<file path="src/rtl/adder_pkg.sv">
// ---------------------------------------------------------------------------
// adder_pkg
// Shared helpers for the pipelined adder slice.
//   SEG_W(width, stages)       : bits handled by one pipeline segment.
//   `ADDER_PARAMS_OK(W, S)     : true when WIDTH/STAGES form a legal pairing
//                                (S >= 1, W >= 2, W divisible by S).
// The per-stage register struct (stage_t) depends on WIDTH, so it is declared
// inside pipelined_adder where WIDTH is known; a package cannot be
// parameterised.
// ---------------------------------------------------------------------------
`ifndef ADDER_PKG_SV
`define ADDER_PKG_SV

// The divisor is clamped so the expression stays well defined when S < 1.
`define ADDER_PARAMS_OK(W, S) \
  (((S) >= 1) && ((W) >= 2) && (((W) % (((S) >= 1) ? (S) : 1)) == 0))

package adder_pkg;

  function automatic int SEG_W(input int width, input int stages);
    return (stages >= 1) ? (width / stages) : width;
  endfunction

endpackage

`endif

</file>
<file path="src/rtl/adder_segment.sv">
// ---------------------------------------------------------------------------
// adder_segment
// Purely combinational W-bit ripple-carry adder built from full-adder cells.
// Ports:
//   a_i, b_i [W-1:0] : operand slices
//   c_i              : carry into bit 0
//   s_o      [W-1:0] : sum slice
//   c_o              : carry out of bit W-1
// ---------------------------------------------------------------------------
module adder_segment #(
  parameter int W = 4
) (
  input  logic [W-1:0] a_i,
  input  logic [W-1:0] b_i,
  input  logic         c_i,
  output logic [W-1:0] s_o,
  output logic         c_o
);

  logic carry;

  always_comb begin
    // NOTE: blocking assignments here are intentional: 'carry' is a procedural
    // temporary that must update bit by bit inside the loop to form the ripple.
    s_o   = '0;
    carry = c_i;
    for (int i = 0; i < W; i++) begin
      s_o[i] = a_i[i] ^ b_i[i] ^ carry;
      carry  = (a_i[i] & b_i[i]) | (carry & (a_i[i] ^ b_i[i]));
    end
    c_o = carry;
  end

endmodule

</file>
<file path="src/rtl/pipelined_adder.sv">
// ---------------------------------------------------------------------------
// pipelined_adder
// WIDTH-bit adder with carry-in, carry-out and signed overflow. The carry
// chain is cut into STAGES equal ripple segments with one register stage per
// segment; latency is STAGES accepted-and-advancing cycles. Valid/ready on
// both sides with full backpressure: the whole pipe advances together
// whenever the output slot is empty or being drained.
// Optional feature: define ADDER_SUB_EN to add the 'sub' port
// (effective B = ~b, effective carry-in = cin ^ sub).
// Ports:
//   clk, rst_n           : clock, asynchronous active-low reset
//   in_valid / in_ready  : operand handshake (in_ready is combinational)
//   a, b, cin [, sub]    : operands
//   out_valid / out_ready: result handshake
//   sum, cout, ovf       : result, carry out of MSB, signed overflow
// ---------------------------------------------------------------------------
module pipelined_adder
  import adder_pkg::*;
#(
  parameter int WIDTH  = 16,
  parameter int STAGES = 4
) (
  input  logic             clk,
  input  logic             rst_n,
  input  logic             in_valid,
  output logic             in_ready,
  input  logic [WIDTH-1:0] a,
  input  logic [WIDTH-1:0] b,
  input  logic             cin,
`ifdef ADDER_SUB_EN
  input  logic             sub,
`endif
  output logic             out_valid,
  input  logic             out_ready,
  output logic [WIDTH-1:0] sum,
  output logic             cout,
  output logic             ovf
);

  localparam int SEG = SEG_W(WIDTH, STAGES);

  if (!`ADDER_PARAMS_OK(WIDTH, STAGES)) begin : g_param_err
    $error("pipelined_adder: need STAGES >= 1, WIDTH >= 2 and WIDTH %% STAGES == 0");
  end

  // One pipeline stage. Operands travel at full width; stage k only reads
  // segment k of them. sum_done accumulates finished low segments.
  typedef struct packed {
    logic             valid;
    logic             carry;
    logic [WIDTH-1:0] a_rem;
    logic [WIDTH-1:0] b_rem;
    logic [WIDTH-1:0] sum_done;
    logic             a_msb;
    logic             b_msb;
  } stage_t;

  stage_t pipe_q [STAGES];
  stage_t pipe_d [STAGES];

  logic             adv;
  logic [WIDTH-1:0] b_eff;
  logic             cin_eff;

  // Subtraction is folded in at the entry: the inverted B and adjusted carry
  // are what travel down the pipe, so 'sub' needs no register of its own.
`ifdef ADDER_SUB_EN
  assign b_eff   = sub ? ~b : b;
  assign cin_eff = cin ^ sub;
`else
  assign b_eff   = b;
  assign cin_eff = cin;
`endif

  // A bubble in the output slot never blocks the pipe.
  assign adv      = !out_valid || out_ready;
  assign in_ready = adv;

  for (genvar k = 0; k < STAGES; k++) begin : g_stage
    stage_t         src;
    stage_t         nxt;
    logic [SEG-1:0] seg_s;
    logic           seg_co;

    if (k == 0) begin : g_entry
      always_comb begin
        // NOTE: every field gets a value before selective overrides, so no
        // path leaves a bit unassigned and no latch is inferred.
        src          = '0;
        src.valid    = in_valid;
        src.carry    = cin_eff;
        src.a_rem    = a;
        src.b_rem    = b_eff;
        src.a_msb    = a[WIDTH-1];
        src.b_msb    = b_eff[WIDTH-1];
      end
    end else begin : g_mid
      assign src = pipe_q[k-1];
    end

    adder_segment #(.W(SEG)) u_seg (
      .a_i (src.a_rem[k*SEG +: SEG]),
      .b_i (src.b_rem[k*SEG +: SEG]),
      .c_i (src.carry),
      .s_o (seg_s),
      .c_o (seg_co)
    );

    always_comb begin
      nxt                        = src;
      nxt.carry                  = seg_co;
      nxt.sum_done[k*SEG +: SEG] = seg_s;
    end

    assign pipe_d[k] = nxt;
  end

  // NOTE: datapath fields are reset along with the valid bits because the
  // outputs must read zero straight out of reset, not just be flagged invalid.
  always_ff @(posedge clk or negedge rst_n) begin
    if (!rst_n) begin
      for (int k = 0; k < STAGES; k++) pipe_q[k] <= '0;
    end else if (adv) begin
      // NOTE: non-blocking assignments let every stage capture its
      // predecessor's old value on the same edge.
      for (int k = 0; k < STAGES; k++) pipe_q[k] <= pipe_d[k];
    end
  end

  assign out_valid = pipe_q[STAGES-1].valid;
  assign sum       = pipe_q[STAGES-1].sum_done;
  assign cout      = pipe_q[STAGES-1].carry;
  assign ovf       = (pipe_q[STAGES-1].a_msb == pipe_q[STAGES-1].b_msb) &&
                     (pipe_q[STAGES-1].sum_done[WIDTH-1] != pipe_q[STAGES-1].a_msb);

endmodule

</file>
<file path="config.mk">
export PLATFORM = sky130hd
export DESIGN_NAME = pipelined_adder
export DESIGN_NICKNAME = d
export VERILOG_FILES = /design/src/rtl/adder_pkg.sv /design/src/rtl/adder_segment.sv /design/src/rtl/pipelined_adder.sv
export SDC_FILE = /design/constraint.sdc
export NUM_CORES = 1
export LEC_CHECK = 0
export CORE_MARGIN = 4
export CORE_UTILIZATION = 56
export CTS_CLUSTER_SIZE = 14
export DETAILED_ROUTE_END_ITERATION = 8
export PLACE_DENSITY = 0.88
export RECOVER_POWER = 25
export SKIP_CTS_REPAIR_TIMING = 1
export SLEW_MARGIN = 40
export SYNTH_ARGS = -nofsm -noshare
export SYNTH_HDL_FRONTEND = slang
export SYNTH_SLANG_ARGS = --single-unit
</file>
<file path="constraint.sdc">
create_clock -name clk -period 2.9 [get_ports clk]
set_clock_uncertainty 0.15 [all_clocks]
set_input_delay 0.58 -clock clk [delete_from_list [all_inputs] [get_ports clk]]
set_output_delay 0.58 -clock clk [all_outputs]
set_load 0.03 [all_outputs]
</file>
==> results of run 1 <==
-- power by group through the flow --
stage | Clock, uW | Sequential, uW | Combinational (uW)
after floorplan | 0 | 2280 | 2230
after global placement | 0 | 2350 | 2480
after detailed placement | 0 | 2390 | 2560
after CTS | 1140 | 2370 | 2580
after global routing | 1200 | 2450 | 2740
final | 1110 | 2360 | 2530
-- path summary, 6_finish.rpt --
path,end,depth (start not counted),startpoint
setup / recovery,g_stage[1].nxt[5],9,a[0]
hold / removal,out_valid,1,g_stage[3].nxt[51]
setup reg to reg,g_stage[2].nxt[9],8,g_stage[1].nxt[22]
hold reg to reg,out_valid,1,g_stage[3].nxt[51]
max in group asynchronous,g_stage[3].nxt[11],1,rst_n
min in group asynchronous,g_stage[1].nxt[30],1,rst_n
-- metrics by stage --
step                      utilization [%]  cell area (sq um)  hold slack [ns]  TNS (ns)
after floorplan                         -               4710            0.134         0
after global placement               62.7               5150            0.303         0
after detailed placement             62.7               5150            0.303   -0.0413
after CTS                            65.9               5420           0.0560         0
after global routing                 65.9               5410            0.351         0
final                                65.9               5410            0.325         0
-- cell usage after synthesis, drive strengths merged --
cell	number	area, sq um
a21oi	12	93.8
buf	27	327
clkbuf	2	7.51
dfrtp	98	2450
fa	16	320
inv	28	105
mux2	85	1280
nand2	1	3.75
nand2b	3	26.3
nor3b	12	90.1
o22ai	1	6.26
-- registers in the layout (all words and copies together) (netlist names) --
name	count
out_valid	1
cout	1
g_stage.nxt	75
sum	16
pipe_q	2
g_stage.src	3
-- cell usage in the layout (no fill, tap or decap) --
cell and count:
inv_1 28, nand2_1 1, nand2b_4 1, nand2b_1 2, clkbuf_1 2, buf_4 5, a21oi_1 3, bufinv_16 4
mux2_4 85, dfrtp_1 98, clkdlybuf4s50_1 54, nor3b_1 12, inv_6 1, a21oi_2 9, clkbuf_8 9, clkinv_4 1
fa_1 16, buf_12 3, o22ai_1 1
-- worst max-delay path, delay by kind of cell --
family	cells	cell delay, ns
adders and majority gates	4	1.36
buffers and inverters	4	0.65
AOI/OAI and AO/OA	1	0.12
-- logic make-up (layout without fill, tap and decap cells) --
| family | after synthesis | after routing |
|---|---|---|
| DFF | 98 | 98 |
| adders and majority gates | 16 | 16 |
| muxes | 85 | 85 |
| and+or+nand+nor | 16 | 16 |
| AOI/OAI and AO/OA | 13 | 13 |
| buffers and inverters | 57 | 107 |
-- per-layer routing --
layer	wire length, microns	share of wire, %
met4	132	1.9
met3	221	3.2
met5	0	0
met1	3050	44
met2	3520	51
-- layout make-up --
type,count,area (sq um),area share (%)
clock buffer,10,128,2.36
clock inverter,6,138,2.54
inverter,28,105,1.94
multi-input combinational,130,1820,33.6
sequential,98,2450,45.3
tap,105,131,2.43
timing repair buffer,63,642,11.9
==> results.txt, run 1 <==
----------------------------------------------------
[Clocking]
  H-tree depth ... 3
  Clock-pin slew on the worst setup and hold paths ... 0.09 ns
  Cell at the root of the clock tree ... clkbuf_8
  Worst skew pair latency ... 0.35 ns
  Clock tree sinks ... 98
  Number of buffers on the longest clock path ... 2
  Num CTS Buffers ... 9
  Clock tree from TritonCTS ... yes

[Outcome]
  Run status ... complete, but fails checks
  Violated checks ... capacitance limit, slew limit

[Logic synthesis]
  Share of synthesized area occupied by flip-flops and latches ... 52.1%
  Net count of the mapped netlist ... 338
  Post-synthesis share of cell area spent on xor and xnor gates ... 0%
  Synth Register Bits ... 98
  Synthesized-area fraction occupied by ao, oa, aoi and oai cells ... 2.13%
  Post-synth cell types ... 16
  Synthesized area divided by synthesized cell count ... 16.5 sq um
  Adder-cell share of the synthesized area ... 6.80%
  Multiplexer fraction of the synthesized cell area ... 27.1%
  Simple-gate share of the synthesized area ... 2.55%
  Synthesized area ... 4710 sq um
  Synth Instances ... 285
  Number of warnings printed during yosys synthesis ... 0
  Main combinational cell family by area after synthesis ... multiplexers

[Drt]
  Length of the first detailed-routing pass in iterations ... 4
  Via Count ... 2,184
  Antenna Nets Post-Route ... 0
  Wirelength per Cell ... 15.7 microns
  Violation count after the first detailed-route iteration ... 36
  Vias per cell ... 4.96
  Post-route DRC violation count ... 0
  Overall routed net length ... 6930 microns

[Timing]
  Final setup violation count ... 0
  Slew at the pin with the worst max-slew slack ... 2.17 ns
  Post-route minimum period ... 2.58 ns
  Unrepaired setup endpoints after global routing ... false
  Worst rel slew slack ... -45.0%
  Highest Clock Rate ... 388 MHz
  Fraction of the cycle the final worst path needs ... 88.9%
  Final worst setup slack ... 0.321 ns
  Total count of hold-check failures in the final report ... 0
  Number of pins with negative max-slew slack in the final report ... 41

[Run]
  Max Cap Violations ... 1

[GRT]
  Global-route wire length before repair ... 12,100 microns
  GR met1 Demand/Resource ... 21.4%
  Maximum number of pins on one net before global-route repair ... 59
  Met3 Use GR ... 2.73%
  Overflow left after global routing ... 0
  Busiest metal layer after global routing ... met2
  Antenna violations before repair ... 0
  Overall track demand over capacity in global routing ... 15.5%
  Global-route met2 utilization ... 24.3%
  Number of global-route vias before repair ... 2,405

[Placement]
  Worst setup slack after placement ... -0.0413 ns
  Placed Cells ... 424
  # port buffers ... 56
  RD Place Congestion ... 0.736
  HPWL after detailed placement ... 4820 microns

[Die]
  Die width ... 99.7 microns
  Count of boundary I/O pins ... 57
  Starting Density ... 57.3%
  Die height ... 99.7 microns
  Floorplan core area ... 8220 sq um
  Area enclosed by the die boundary ... 9940 sq um
  Number of placement rows ... 33

[Critical path]
  Slowest-stage cell, CP ... clkdlybuf4s50_1
  Biggest cell delay along the critical path ... 0.44 ns
  Crit path launch type ... input pin
  Type of the worst setup path ... input pin to flop
  Setup slack on the worst flop-to-flop path ... 0.58 ns
  Critical Path RT ... 3.03 ns
  Most repeated library cell on the critical path ... fa_1
  Critical path data arrival time ... 2.71 ns
  Cells along the critical path ... clkdlybuf4s50_1 > fa_1 > inv_1 > fa_1 > inv_1 > fa_1 > inv_1 > fa_1 > a21oi_2
  Largest driver fanout on the critical path ... 1
  CP endpoint kind ... flop

[Power and ir drop]
  Proportion of total power due to net switching ... 31.0%
  Power, Total ... 5990 uW
  Net switching component of the power ... 1860 uW
  Clk network pwr share ... 18.6%
  Combinational fraction of design power ... 42.1%
  Sequential cell fraction of total power ... 39.3%
  P_int ... 4130 uW
  Leakage power ... 0.00259 uW
  Max IR drop VDD ... 0.000632 V
  Power density over the cells ... 1110 nW/um^2

[Cells and area]
  Final layout net count ... 383
  Layout fillers ... 561
  Number of standard cells in the final layout excluding fillers ... 440
  Area delta synth->final ... 15.0%
  Diode insertion count for antenna repair ... 0
  Share of layout cells above drive strength 1 ... 35.2%

[Worst hold path]
  Type of the worst min-delay path ... flop to flop

----------------------------------------------------
Note: power is estimated with default switching activity, not from simulation.
==> run 2, diff against run 1 <==
--- a/config.mk
+++ b/config.mk
@@ -5,11 +5,12 @@
 export SDC_FILE = /design/constraint.sdc
 export NUM_CORES = 1
 export LEC_CHECK = 0
-export CORE_MARGIN = 4
-export CORE_UTILIZATION = 56
+export ABC_AREA = 1
+export CORE_MARGIN = 2
+export CORE_UTILIZATION = 55
 export CTS_CLUSTER_SIZE = 14
 export DETAILED_ROUTE_END_ITERATION = 8
-export PLACE_DENSITY = 0.88
+export PLACE_DENSITY = 0.87
 export RECOVER_POWER = 25
 export SKIP_CTS_REPAIR_TIMING = 1
 export SLEW_MARGIN = 40
==> run 2 against run 1 <==
Effect of this change:
- the run now ends clean
- die area shrank 11%
- design area fell by 5.7%
- worst hold slack worse by 0.0088 ns
- core utilization down 0.15 points
- sequential share of layout area is 2.8 points higher
- area after synthesis down 5.8%
- via count increased by 44%
- setup slack got worse by 0.023 ns
- flip-flop and latch count did not move
- combinational power decreased by 17%
==> results.txt, run 2 <==
----------------------------------------------------
[Die]
  Die width ... 93.8 microns (-5.9%)
  Area enclosed by the die boundary ... 8800 sq um (-11%)
  Die height ... 93.8 microns (-5.9%)
  Count of boundary I/O pins ... 57 (unchanged)
  Number of placement rows ... 32 (-3.0%)
  Floorplan core area ... 7770 sq um (-5.5%)
  Starting Density ... 57.1% (-0.18 points)

[GRT]
  Overflow left after global routing ... 0 (unchanged)
  Global-route wire length before repair ... 13,400 microns (+11%)
  Overall track demand over capacity in global routing ... 19.3% (+3.8 points)
  Maximum number of pins on one net before global-route repair ... 114 (+93%)
  Antenna violations before repair ... 0 (unchanged)
  Number of global-route vias before repair ... 3,121 (+30%)

[Timing]
  Total count of hold-check failures in the final report ... 0 (unchanged)
  Number of pins with negative max-slew slack in the final report ... 0 (-100%)
  Final setup violation count ... 0 (unchanged)
  Worst rel slew slack ... 9.45% (+54 points)
  Highest Clock Rate ... 384 MHz (-0.88%)
  Total negative slack ... 0 ns (unchanged)
  Post-route minimum period ... 2.60 ns (+0.0230 ns)
  Fraction of the cycle the final worst path needs ... 89.7% (+0.79 points)
  Slew at the pin with the worst max-slew slack ... 1.36 ns (-0.816 ns)
  Unrepaired setup endpoints after global routing ... false

[Logic synthesis]
  Cell type contributing the most total cell area after synthesis ... dfrtp_1
  Share of synthesized area occupied by flip-flops and latches ... 55.3% (+3.2 points)
  Synth Instances ... 490 (+72%)
  Top cell types by occurrence after synthesis ... nand2_1 (184), dfrtp_1 (98), nand3_1 (82)
  Ranking of synthesized cells by area ... dfrtp_1 (55%), nand2_1 (16%), nand3_1 (9.2%)
  Synthesized area divided by synthesized cell count ... 9.05 sq um (-45%)
  Post-synth cell types ... 12 (-4)
  Number of warnings printed during yosys synthesis ... 0 (unchanged)
  Most used flip-flop cell after synthesis ... dfrtp_1
  Dominant cell by count in the synthesized netlist ... nand2_1
  Net count of the mapped netlist ... 543 (+61%)
  Share of flip-flops with an asynchronous set or reset ... 100% (unchanged)
  EDFF count, synth ... 0 (unchanged)
  Synthesized area ... 4440 sq um (-5.8%)
  Synth Register Bits ... 98 (unchanged)
  Area share of the largest cell type after synthesis ... 55.3% (+3.2 points)

[Critical path]
  Slowest-stage cell, CP ... clkdlybuf4s50_1
  Largest delay share family, worst path ... adder cells
  Biggest cell delay along the critical path ... 0.44 ns (about the same)
  Critical Path RT ... 3.04 ns (about the same)
  Critical path buffers and inverters ... 5 (+1)
  CP endpoint kind ... flop
  Length in cells of the worst reg-to-reg path ... 10 (+2)
  Crit path launch type ... input pin
  Critical path data arrival time ... 2.75 ns (+0.04 ns)
  Count of cell instances traversed by the critical path ... 11 (+2)
  Largest driver fanout on the critical path ... 1 (unchanged)
  Cells along the critical path ... clkdlybuf4s50_1 > fa_1 > inv_1 > fa_1 > inv_1 > fa_1 > inv_1 > fa_1 > inv_1 > nand2_1 > nand2_1
  Type of the worst setup path ... input pin to flop

[Cells and area]
  Combined area of the multi-input logic cells ... 1520 sq um (-16%)
  Final layout net count ... 568 (+48%)
  Number of flip-flops under the largest register name ... 75 (unchanged)
  Most frequent standard cell in the layout excluding fill and tap cells ... nand2_1
  Area used by sequential logic in the layout ... 2450 sq um (about the same)
  Number of standard cells in the final layout excluding fillers ... 622 (+41%)
  Layout fillers ... 611 (+8.9%)
  Area delta synth->final ... 15.1% (about the same)
  Core occupancy in the finished layout ... 65.7% (-0.15 points)
  Share of layout cells above drive strength 1 ... 4.62% (-31 points)
  Most frequent cells in the layout ... nand2_1 (184), dfrtp_1 (97), nand3_1 (82)
  Diode insertion count for antenna repair ... 0 (unchanged)

[Drt]
  Violation count after the first detailed-route iteration ... 289 (+700%)
  Overall routed net length ... 7760 microns (+12%)
  Wirelength per Cell ... 12.5 microns (-21%)
  Length of the first detailed-routing pass in iterations ... 4 (unchanged)
  Antenna Nets Post-Route ... 0 (unchanged)
  Via Count ... 3,139 (+44%)
  Post-route DRC violation count ... 0 (unchanged)
  Vias per cell ... 5.05 (+1.7%)

[Worst hold path]
  Hold Path Depth ... 2 (+1)
  Type of the worst min-delay path ... flop to flop

[Power and ir drop]
  Leakage power ... 0.00268 uW (+3.5%)
  Max IR drop VDD ... 0.000414 V (-35%)
  Power, Total ... 5360 uW (-11%)
  Power density over the cells ... 1050 nW/um^2 (-5.1%)

[Placement]
  # port buffers ... 56 (unchanged)
  Placed Cells ... 606 (+43%)
  RD Place Congestion ... 0.763 (+3.6%)
  HPWL after detailed placement ... 4780 microns (-0.88%)

[Clocking]
  Clock tree sinks ... 98 (unchanged)
  Clock tree from TritonCTS ... yes
  Clock-pin slew on the worst setup and hold paths ... 0.10 ns (about the same)
  Cell at the root of the clock tree ... clkbuf_8
  Num CTS Buffers ... 9 (unchanged)
  Number of buffers on the longest clock path ... 2 (unchanged)
  H-tree depth ... 3 (unchanged)
  Worst skew pair latency ... 0.35 ns (about the same)

[Outcome]
  Run status ... complete, no violations

[Run]
  Max Cap Violations ... 0 (-1)

----------------------------------------------------
-- run 2: layout make-up --
class	count	area share [%]
clock inverter	5	1.69
tap	102	2.50
inverter	45	3.31
sequential	98	48.1
clock buffer	11	2.77
multi-input combinational	301	29.8
timing repair buffer	60	11.9
-- run 2: path summary, 6_finish.rpt --
kind,slack (ns),endpoint,from
worst min-delay path,0.32,out_valid,g_stage[3].nxt[51]
worst max-delay path,0.30,g_stage[1].nxt[5],a[0]
worst min register to register,0.32,out_valid,g_stage[3].nxt[51]
min in group asynchronous,0.37,sum[0],rst_n
worst max register to register,0.50,sum[15],g_stage[3].nxt[30]
max in group asynchronous,1.32,out_valid,rst_n
-- run 2: worst min-delay path, stage by stage, from the launching register on --
cell	delay, ns
dfrtp_1	0.33
inv_1	0.05
nand2_1	0.06
-- run 2: per-layer routing --
layer | global-route usage (%) | wire length (microns) | vias up
li1 | - | - | 1544
met1 | 24.7 | 3560 | 1511
met2 | 33.0 | 3780 | 72
met3 | 4.25 | 313 | 12
met4 | 6.04 | 108 | 0
met5 | 0 | 0 | -
-- run 2: cells by family after synthesis --
family / after synthesis / share of synthesized area (%)
flip-flops: 98 / 55.3
buffers and inverters: 91 / 10.6
adder cells (fa/ha/maj): 16 / 7.22
AND/OR/NAND/NOR: 270 / 25.2
AO/OA/AOI/OAI: 15 / 1.69
-- run 2: through the flow --
| stage | setup slack (ns) | area (sq um) | hold WS [ns] |
|---|---|---|---|
| detailed placement | -0.0997 | 4880 | 0.292 |
| global placement | 0.0133 | 4880 | 0.286 |
| finish | 0.298 | 5100 | 0.316 |
| CTS | 0.284 | 5110 | 0.128 |
| floorplan | 0.510 | 4440 | 0.134 |
| global route | 0.205 | 5100 | 0.337 |
-- run 2: power by group --
| part | total (uW) | internal, uW | switching [uW] |
|---|---|---|---|
| Clock | 972 | 516 | 456 |
| Combinational | 2110 | 801 | 1310 |
| Sequential | 2280 | 1950 | 325 |
| Total | 5360 | 3270 | 2090 |
==> run 3, diff against run 2 <==
--- a/config.mk
+++ b/config.mk
@@ -6,13 +6,13 @@
 export NUM_CORES = 1
 export LEC_CHECK = 0
 export ABC_AREA = 1
+export CAP_MARGIN = 20
 export CORE_MARGIN = 2
 export CORE_UTILIZATION = 55
 export CTS_CLUSTER_SIZE = 14
 export DETAILED_ROUTE_END_ITERATION = 8
 export PLACE_DENSITY = 0.87
 export RECOVER_POWER = 25
-export SKIP_CTS_REPAIR_TIMING = 1
 export SLEW_MARGIN = 40
 export SYNTH_ARGS = -nofsm -noshare
 export SYNTH_HDL_FRONTEND = slang
==> results of run 3 <==
The final DEF is identical to that of run 2; final timing and power are the same.
